`src/rtl/gpr_wb_arbiter_pkg.sv`:
```
// Shared constants for the GPR write-back path.
// Latency: n/a (constants only).
// Backpressure: n/a.
//
// Holds the register-file geometry and the fixed requester indices used
// by the write-back arbiter and its neighbours.
package gpr_wb_arbiter_pkg;

  localparam int GPR_AW  = 5;
  localparam int GPR_DW  = 32;
  localparam int GPR_NUM = 32;

  // Requester slots on the write-back arbiter.
  localparam int WB_ALU    = 0;
  localparam int WB_LOAD   = 1;
  localparam int WB_MULDIV = 2;

endpackage

```
`src/rtl/gpr_wb_arbiter_rr.sv`:
```
// Generic round-robin picker: first set request at or after ptr wins.
// Latency: purely combinational.
// Backpressure: none; the caller gates req to suppress grants.
//
// Ports:
//   req  - request bits, one per slot
//   ptr  - highest-priority slot this cycle (0..N-1)
//   gnt  - one-hot grant (all zero when no request)
//   idx  - index of the granted slot (0 when none)
//   any  - at least one request was granted
module rr_arbiter #(
  parameter int N  = 3,
  parameter int IW = $clog2(N)
) (
  input  logic [N-1:0]  req,
  input  logic [IW-1:0] ptr,
  output logic [N-1:0]  gnt,
  output logic [IW-1:0] idx,
  output logic          any
);

  always_comb begin
    int j;
    j   = 0;
    gnt = '0;
    idx = '0;
    any = 1'b0;
    // Walk ptr, ptr+1, ... wrapping at N; the first hit wins.
    for (int off = 0; off < N; off++) begin
      j = (int'(ptr) + off) % N;
      if (!any && req[j]) begin
        any    = 1'b1;
        gnt[j] = 1'b1;
        idx    = IW'(j);
      end
    end
  end

endmodule

```
`src/rtl/gpr_wb_arbiter.sv`:
```
// Round-robin arbiter sharing the GPR file's single write port.
// Latency: grant at edge N, write port driven during cycle N+1.
// Backpressure: stall freezes grants; the write port itself never stalls.
//
// Ports:
//   clk, rst_n            - clock, asynchronous active-low reset
//   req_valid/addr/data   - packed per-requester write requests
//   req_ready             - one-hot combinational grant
//   stall                 - suppress all grants this cycle
//   reg_write/waddr/wdata - registered register-file write port
//   pending               - bit r set while a write to r is outstanding
module gpr_wb_arbiter
  import gpr_wb_arbiter_pkg::*;
#(
  parameter int NREQ = 3,
  parameter int AW   = GPR_AW,
  parameter int DW   = GPR_DW
) (
  input  logic                 clk,
  input  logic                 rst_n,
  input  logic [NREQ-1:0]      req_valid,
  input  logic [NREQ*AW-1:0]   req_addr,
  input  logic [NREQ*DW-1:0]   req_data,
  output logic [NREQ-1:0]      req_ready,
  input  logic                 stall,
  output logic                 reg_write,
  output logic [AW-1:0]        waddr,
  output logic [DW-1:0]        wdata,
  output logic [GPR_NUM-1:0]   pending
);

  localparam int IW = $clog2(NREQ);

  logic [IW-1:0]   ptr;
  logic [IW-1:0]   gidx;
  logic [NREQ-1:0] arb_req;
  logic [NREQ-1:0] gnt;
  logic            gany;
  logic [AW-1:0]   gaddr;
  logic [DW-1:0]   gdata;

  // Reset and stall both mask the requests, so no grant (and hence no ptr
  // movement or output load) can happen in either condition.
  assign arb_req = (stall || !rst_n) ? '0 : req_valid;

  rr_arbiter #(
    .N  (NREQ),
    .IW (IW)
  ) u_rr (
    .req (arb_req),
    .ptr (ptr),
    .gnt (gnt),
    .idx (gidx),
    .any (gany)
  );

  assign req_ready = gnt;
  assign gaddr     = req_addr[int'(gidx)*AW +: AW];
  assign gdata     = req_data[int'(gidx)*DW +: DW];

  always_ff @(posedge clk or negedge rst_n) begin
    if (!rst_n) begin
      ptr <= '0;
    end else if (gany) begin
      ptr <= (int'(gidx) == NREQ - 1) ? '0 : gidx + 1'b1;
    end
  end

  // r0 requests are consumed but never turn into a register-file write.
  always_ff @(posedge clk or negedge rst_n) begin
    if (!rst_n) begin
      reg_write <= 1'b0;
      waddr     <= '0;
      wdata     <= '0;
    end else if (gany) begin
      reg_write <= (gaddr != '0);
      waddr     <= gaddr;
      wdata     <= gdata;
    end else begin
      reg_write <= 1'b0;
    end
  end

  // A register is pending from the cycle its request appears until the
  // cycle its write is on the port. Bit 0 is never set.
  always_comb begin
    pending = '0;
    for (int r = 1; r < GPR_NUM; r++) begin
      pending[r] = reg_write && (int'(waddr) == r);
      for (int i = 0; i < NREQ; i++) begin
        if (rst_n && req_valid[i] && (int'(req_addr[i*AW +: AW]) == r)) begin
          pending[r] = 1'b1;
        end
      end
    end
  end

endmodule

```
`config.mk`:
```
export PLATFORM = sky130hd
export DESIGN_NAME = gpr_wb_arbiter
export DESIGN_NICKNAME = d
export VERILOG_FILES = /design/src/rtl/gpr_wb_arbiter_pkg.sv /design/src/rtl/gpr_wb_arbiter_rr.sv /design/src/rtl/gpr_wb_arbiter.sv
export SDC_FILE = /design/constraint.sdc
export NUM_CORES = 1
export LEC_CHECK = 0
export CAP_MARGIN = 20
export CORE_ASPECT_RATIO = 0.6
export CORE_MARGIN = 4
export CORE_UTILIZATION = 40
export CTS_CLUSTER_SIZE = 10
export DETAILED_ROUTE_END_ITERATION = 16
export GPL_TIMING_DRIVEN = 0
export PLACE_DENSITY = 0.82
export REMOVE_ABC_BUFFERS = 1
export SETUP_SLACK_MARGIN = 0.1
export SYNTH_ARGS = -nofsm -noshare
export SYNTH_HDL_FRONTEND = slang
export SYNTH_SLANG_ARGS = --single-unit
export TNS_END_PERCENT = 1
```
`constraint.sdc`:
```
create_clock -name clk -period 3.2 [get_ports clk]
set_input_delay 0.96 -clock clk [delete_from_list [all_inputs] [get_ports clk]]
set_output_delay 0.96 -clock clk [all_outputs]
set_load 0.005 [all_outputs]
```
* Yosys cells after proc, flatten, opt, wreduce, memory -nomap -nowiden
Index checks and enable logic that the tools add are counted.
** Storage, ports and cells
- Flip-flop bits (word level) :: 40
- Input bits :: 117
- Output and inout bits :: 73
- Word-level logic and storage cells :: 403
** Operators by class
- $add $sub $neg :: 3
- Multipliers :: 1
- Divide/modulo/power cells :: 3
- $lt $le $gt $ge :: 6
- Equality and inequality tests :: 125
- Shift operators :: 2
- Multiplexer cells :: 120
- Bitwise gates (word level) :: 2
- Reductions and logical operators :: 137
** Operators by type and width (number)
- $eq 5x5->1 const B :: 64
- $eq 5x4->1 const B :: 32
- $logic_and 1x1->1 :: 132
- $mux 1 :: 106
- $ge 32x1->1 const B :: 3
- $lt 32x4->1 const B :: 3
- $shiftx 96x8->32 :: 1
- $eq 5x3->1 const B :: 16
- $mod 32x3->32 const B :: 2
- $eq 5x2->1 const B :: 8
- $mod 3x3->32 const B :: 1
- $eq 5x1->1 const B :: 4
- $shiftx 15x6->5 :: 1
- $mux 3 :: 4
- $mux 2 :: 4
- $bmux 1 s2 :: 3
- $demux 1 s2 :: 3
- $or 3x3->3 :: 2
- $mul 2x3->5 const B :: 1
- $reduce_bool 5->1 :: 1
- $add 2x1->3 const B :: 1
- $add 2x2->3 const B :: 1
- $logic_not 1->1 :: 3
- $add 2x1->2 const B :: 1
- other kinds (2) :: 2

* Logic depth before layout (Yosys ltp)
- Depth after elaboration :: 17
- Mapped depth :: 11
- Gate-level depth less buffers :: 8

* Hierarchy
From an unflattened synthesis, not the netlist that was laid out.
** Second synthesis, totals
- Cell total of the unflattened synthesis :: 485
- Area total of the unflattened synthesis :: 3737.3 µm²
** By module, submodules not included
- gpr_wb_arbiter :: instances 1, cells an instance 433, area an instance 3355.7 µm², seq. area each 1001.0 µm²
- rr_arbiter :: instances 1, cells an instance 52, area an instance 381.6 µm², seq. area each 0.0 µm²

* Worst setup path after synthesis
Ideal clock, no wire load.
- Path type :: input-to-output
- Start point :: input port stall
- End point :: output port req_ready[0]
- Arrival :: 2.071 ns
- Required time :: 2.240 ns
- Setup slack :: 0.169 ns
- Stages on the path :: 5
- Buffers on the path :: 0
- Cells stage by stage :: nand3b_1 o21a_1 a32oi_1 o32ai_1 a221o_1
** Between the ends
- Cells in the longest elaborated chain, start to end :: 12
** Ends and longest elaborated chain
- from (decl) :: line gpr_wb_arbiter.sv:25 : input logic stall,
- $logic_or 1x1->1 (*) :: line gpr_wb_arbiter.sv:44 : assign arb_req = (stall || !rst_n) ? '0 : req_valid;
- $mux 3 (*) :: line gpr_wb_arbiter.sv:44
- $bmux 1 s2 :: line gpr_wb_arbiter_rr.sv:31 : if (!any && req[j]) begin
- $mux 1 (implied by the code) (2 in series) :: line gpr_wb_arbiter_rr.sv:31
- $mux 1 :: line gpr_wb_arbiter_rr.sv:31
- $logic_not 1->1 :: line gpr_wb_arbiter_rr.sv:31
- $logic_and 1x1->1 :: line gpr_wb_arbiter_rr.sv:31
- $mux 1 :: line gpr_wb_arbiter_rr.sv:31
- $logic_not 1->1 :: line gpr_wb_arbiter_rr.sv:31
- $logic_and 1x1->1 :: line gpr_wb_arbiter_rr.sv:31
- $mux 3 (*) :: line gpr_wb_arbiter_rr.sv:31
- to (decl) :: line gpr_wb_arbiter.sv:24 : output logic [NREQ-1:0] req_ready,
Every way passes the cells marked *; elsewhere a longest branch is shown, timed or not. The select of a mux whose other input is x is not followed.

* Final worst setup path
- Start point :: input port rst_n
- End point :: output port req_ready[1]
** Between the ends
- Cells in the longest elaborated chain, start to end :: 13
** Ends and longest elaborated chain
- from (decl) :: line gpr_wb_arbiter.sv:20 : input logic rst_n,
- $logic_not 1->1 (no line) (*)
- $logic_or 1x1->1 (*) :: line gpr_wb_arbiter.sv:44
- $mux 3 (*) :: line gpr_wb_arbiter.sv:44
- $bmux 1 s2 :: line gpr_wb_arbiter_rr.sv:31
- $mux 1 (implied by the code) (2 in series) :: line gpr_wb_arbiter_rr.sv:31
- $mux 1 :: line gpr_wb_arbiter_rr.sv:31
- $logic_not 1->1 :: line gpr_wb_arbiter_rr.sv:31
- $logic_and 1x1->1 :: line gpr_wb_arbiter_rr.sv:31
- $mux 1 :: line gpr_wb_arbiter_rr.sv:31
- $logic_not 1->1 :: line gpr_wb_arbiter_rr.sv:31
- $logic_and 1x1->1 :: line gpr_wb_arbiter_rr.sv:31
- $mux 3 (*) :: line gpr_wb_arbiter_rr.sv:31
Marks and branches as above.

==> results.toml <==
[power]
leakagePower_uw = 0.002499
totalPowerFinal_uw = 3502
power_density_mw_per_mm2 = 575.5
ir_worst_vdd_mv = 0.3209

[global_route]
grt_start_max_net_pins = 51
grt_pass1_wl_microns = 26820
antenna_found_initial = 0
grt_pass1_vias = 4685
grt_use_total_pct = 33.85
grt_overflow = 0

[routing]
ant_nets = 0
viasPerCell = 6.558
drc_errors = 0
wirelength_microns = 17870
route.vias.total = 4886
drtIter0Drc = 824
routedWlPerCell_microns = 23.98
drt_first_pass_iters = 6

[synth]
ys_ff_latch = 40
synth_area_sq_mm = 0.003463
ys.flop_type = "dfrtp_1"
synthesis.instances = 452
yosysWarnings = 0
synth.avg_cell_area_sq_um = 7.662
synthArstFlopShare_pct = 100.0
yosysSeqAreaShare_pct = 28.90
synth.distinct_cells = 48
synth_edf_count = 0

[final_layout]
fin_area_sq_mm = 0.006085
layout_common_cells = "141 x clkdlybuf4s50_1, 61 x nand2_1, 45 x a21oi_1"
post-route-util_pct = 74.82
drive_gt1_share_pct = 22.14
layout_commonest_cell = "clkdlybuf4s50_1"
area_growth_syn_to_layout_pct = 75.69
num_antenna_cells = 0
nNetsFinal = 757

[sta]
fin_ws_ps = -361.1
maxSlewViolCount = 0
rsz0062_at_grt = "true"
clock-skew-final_ps = 2.849
fin_crit_ps = 3561
tightest_slew_ps = 895.1
setup-violations-final = 15
max_freq_mhz = 280.8
min_period_over_period_pct = 111.3
finalHoldViolCount = 0
setup_tns_ps = -3237
whs_ps = 454.7
maxSlewHeadroom_pct = 40.20

[placed_design]
portBuffers = 188
dp_hpwl_microns = 12620
placed_cell_area_sq_mm = 0.005389
routabilityCongestion = 1.061

[floorplanning]
initial_core_util_pct = 42.58
fp.coreArea_sq_mm = 0.008133
die_width_microns = 128.1
dieArea_sq_mm = 0.01026
io_pins = 190
die_h_microns = 80.08
rows = 25

[critical_path]
ff2ff_setup_slack_ps = 230
arrival_ps = 2600
crit_path_start = "rst_n"
path_max_fanout = 6
cp-end-kind = "output port"
critPathRequiredTime_ps = 2240
criticalPathCategory = "in -> out"
rr_startpoint = "ptr[1]"
start_kind = "input pin"

[clocking]
cts.sinks = 40
clk_path_buf_depth = 2
cts_hold_buf = 0
worstSkewPairLatency_ps = 290
path_clk_slew_ps = 60
cts_root_buf = "clkbuf_16"
h-tree-depth = 2
cts_tree = "built"
cts_inserted_buffers = 5

[min_path]
hold_path.class = "in -> async"

[outcome]
status = "finished with violations"
violations = "negative setup slack"

[run]
maxCapViolations = 0
-- cell usage after synthesis, types with 3 or more instances --
cell	instances	area [sq um]
a21oi_1	47	235.2
a221o_1	29	290.3
a22o_1	23	201.4
a32oi_1	6	52.55
and2_1	4	25.02
and3_1	3	18.77
buf_1	3	11.26
buf_2	10	50.05
buf_6	5	56.30
clkbuf_1	16	60.06
dfrtp_1	40	1001
ha_1	4	50.05
inv_1	6	22.52
nand2_1	69	259.0
nand2b_1	14	87.58
nand3_1	25	125.1
nand3b_1	3	22.52
nor2_1	29	108.9
nor2b_1	10	62.56
nor3_1	14	70.07
o21ai_0	17	85.08
o21ai_1	7	35.03
o221ai_1	13	113.9
o22ai_1	11	68.82
o32ai_1	5	43.79
or2_2	7	43.79
or3_1	3	18.77
-- layer usage --
| metal | vias up | GRT usage, % | wire (microns) |
|---|---|---|---|
| met4 | 0 | 10.17 | 720 |
| met2 | 358 | 48.38 | 7364 |
| met5 | - | 0 | 0 |
| li1 | 2101 | - | - |
| met1 | 2347 | 45.31 | 7193 |
| met3 | 80 | 15.81 | 2585 |
-- flip-flops by register name (all words and copies together), names as in the netlist --
| name | flops |
|---|---|
| waddr | 5 |
| ptr | 2 |
| wdata | 32 |
| reg_write | 1 |
-- repair_timing --
| action | CTS | global route |
|---|---|---|
| gates resized for setup | 208 | 45 |
| setup endpoints to repair | 71 | 66 |
| cloned | 3 | 0 |
| buffers inserted | 16 | 0 |
| pin swaps | 18 | 5 |
-- kinds of logic after synthesis --
kind of cell               synth area share (%)
AOI/OAI and AO/OA                         36.13
adders and majority gates                 1.770
buffers and inverters                     5.997
DFF                                       28.90
muxes                                    0.3251
other                                    0.1083
and+or+nand+nor                           26.77
-- metrics by stage --
stage / std cells / setup slack, ps
3_5_place_dp: 718 / -1082
6_report: 745 / -361.1
5_1_grt: 745 / -366.1
3_3_place_gp: 713 / -5564
4_1_cts: 745 / -255.8
2_1_floorplan: 417 / -1271
-- cell type report --
class / instances / area, sq um
repair buffers: 212 / 2072
well taps: 108 / 135.1
clock inverters: 2 / 35.03
multi-input cells: 371 / 2690
flip-flops and latches: 40 / 1001
clock buffers: 6 / 128.9
inverters: 6 / 22.52
fillers: 575 / 2048
-- report_power, final --
part           internal [uW]  switching [uW]
clock network            367             202
registers                750             192
logic                   1010             983
-- worst max-delay path, cell delays in order --
cell and delay, ps:
buf_12 110, buf_12 130, nand3b_1 110, buf_4 180
buf_4 160, o22ai_4 180, o41ai_4 130, buf_4 160
a221o_1 330, buf_2 140
-- final timing paths --
check	cells past startpoint	endpoint
max in group asynchronous	3	wdata[9]
hold reg to reg	2	wdata[26]
hold / removal	1	waddr[2]
setup / recovery	10	req_ready[1]
setup reg to reg	9	reg_write
min in group clk	2	wdata[26]
Power figures use the tool's default switching activity.
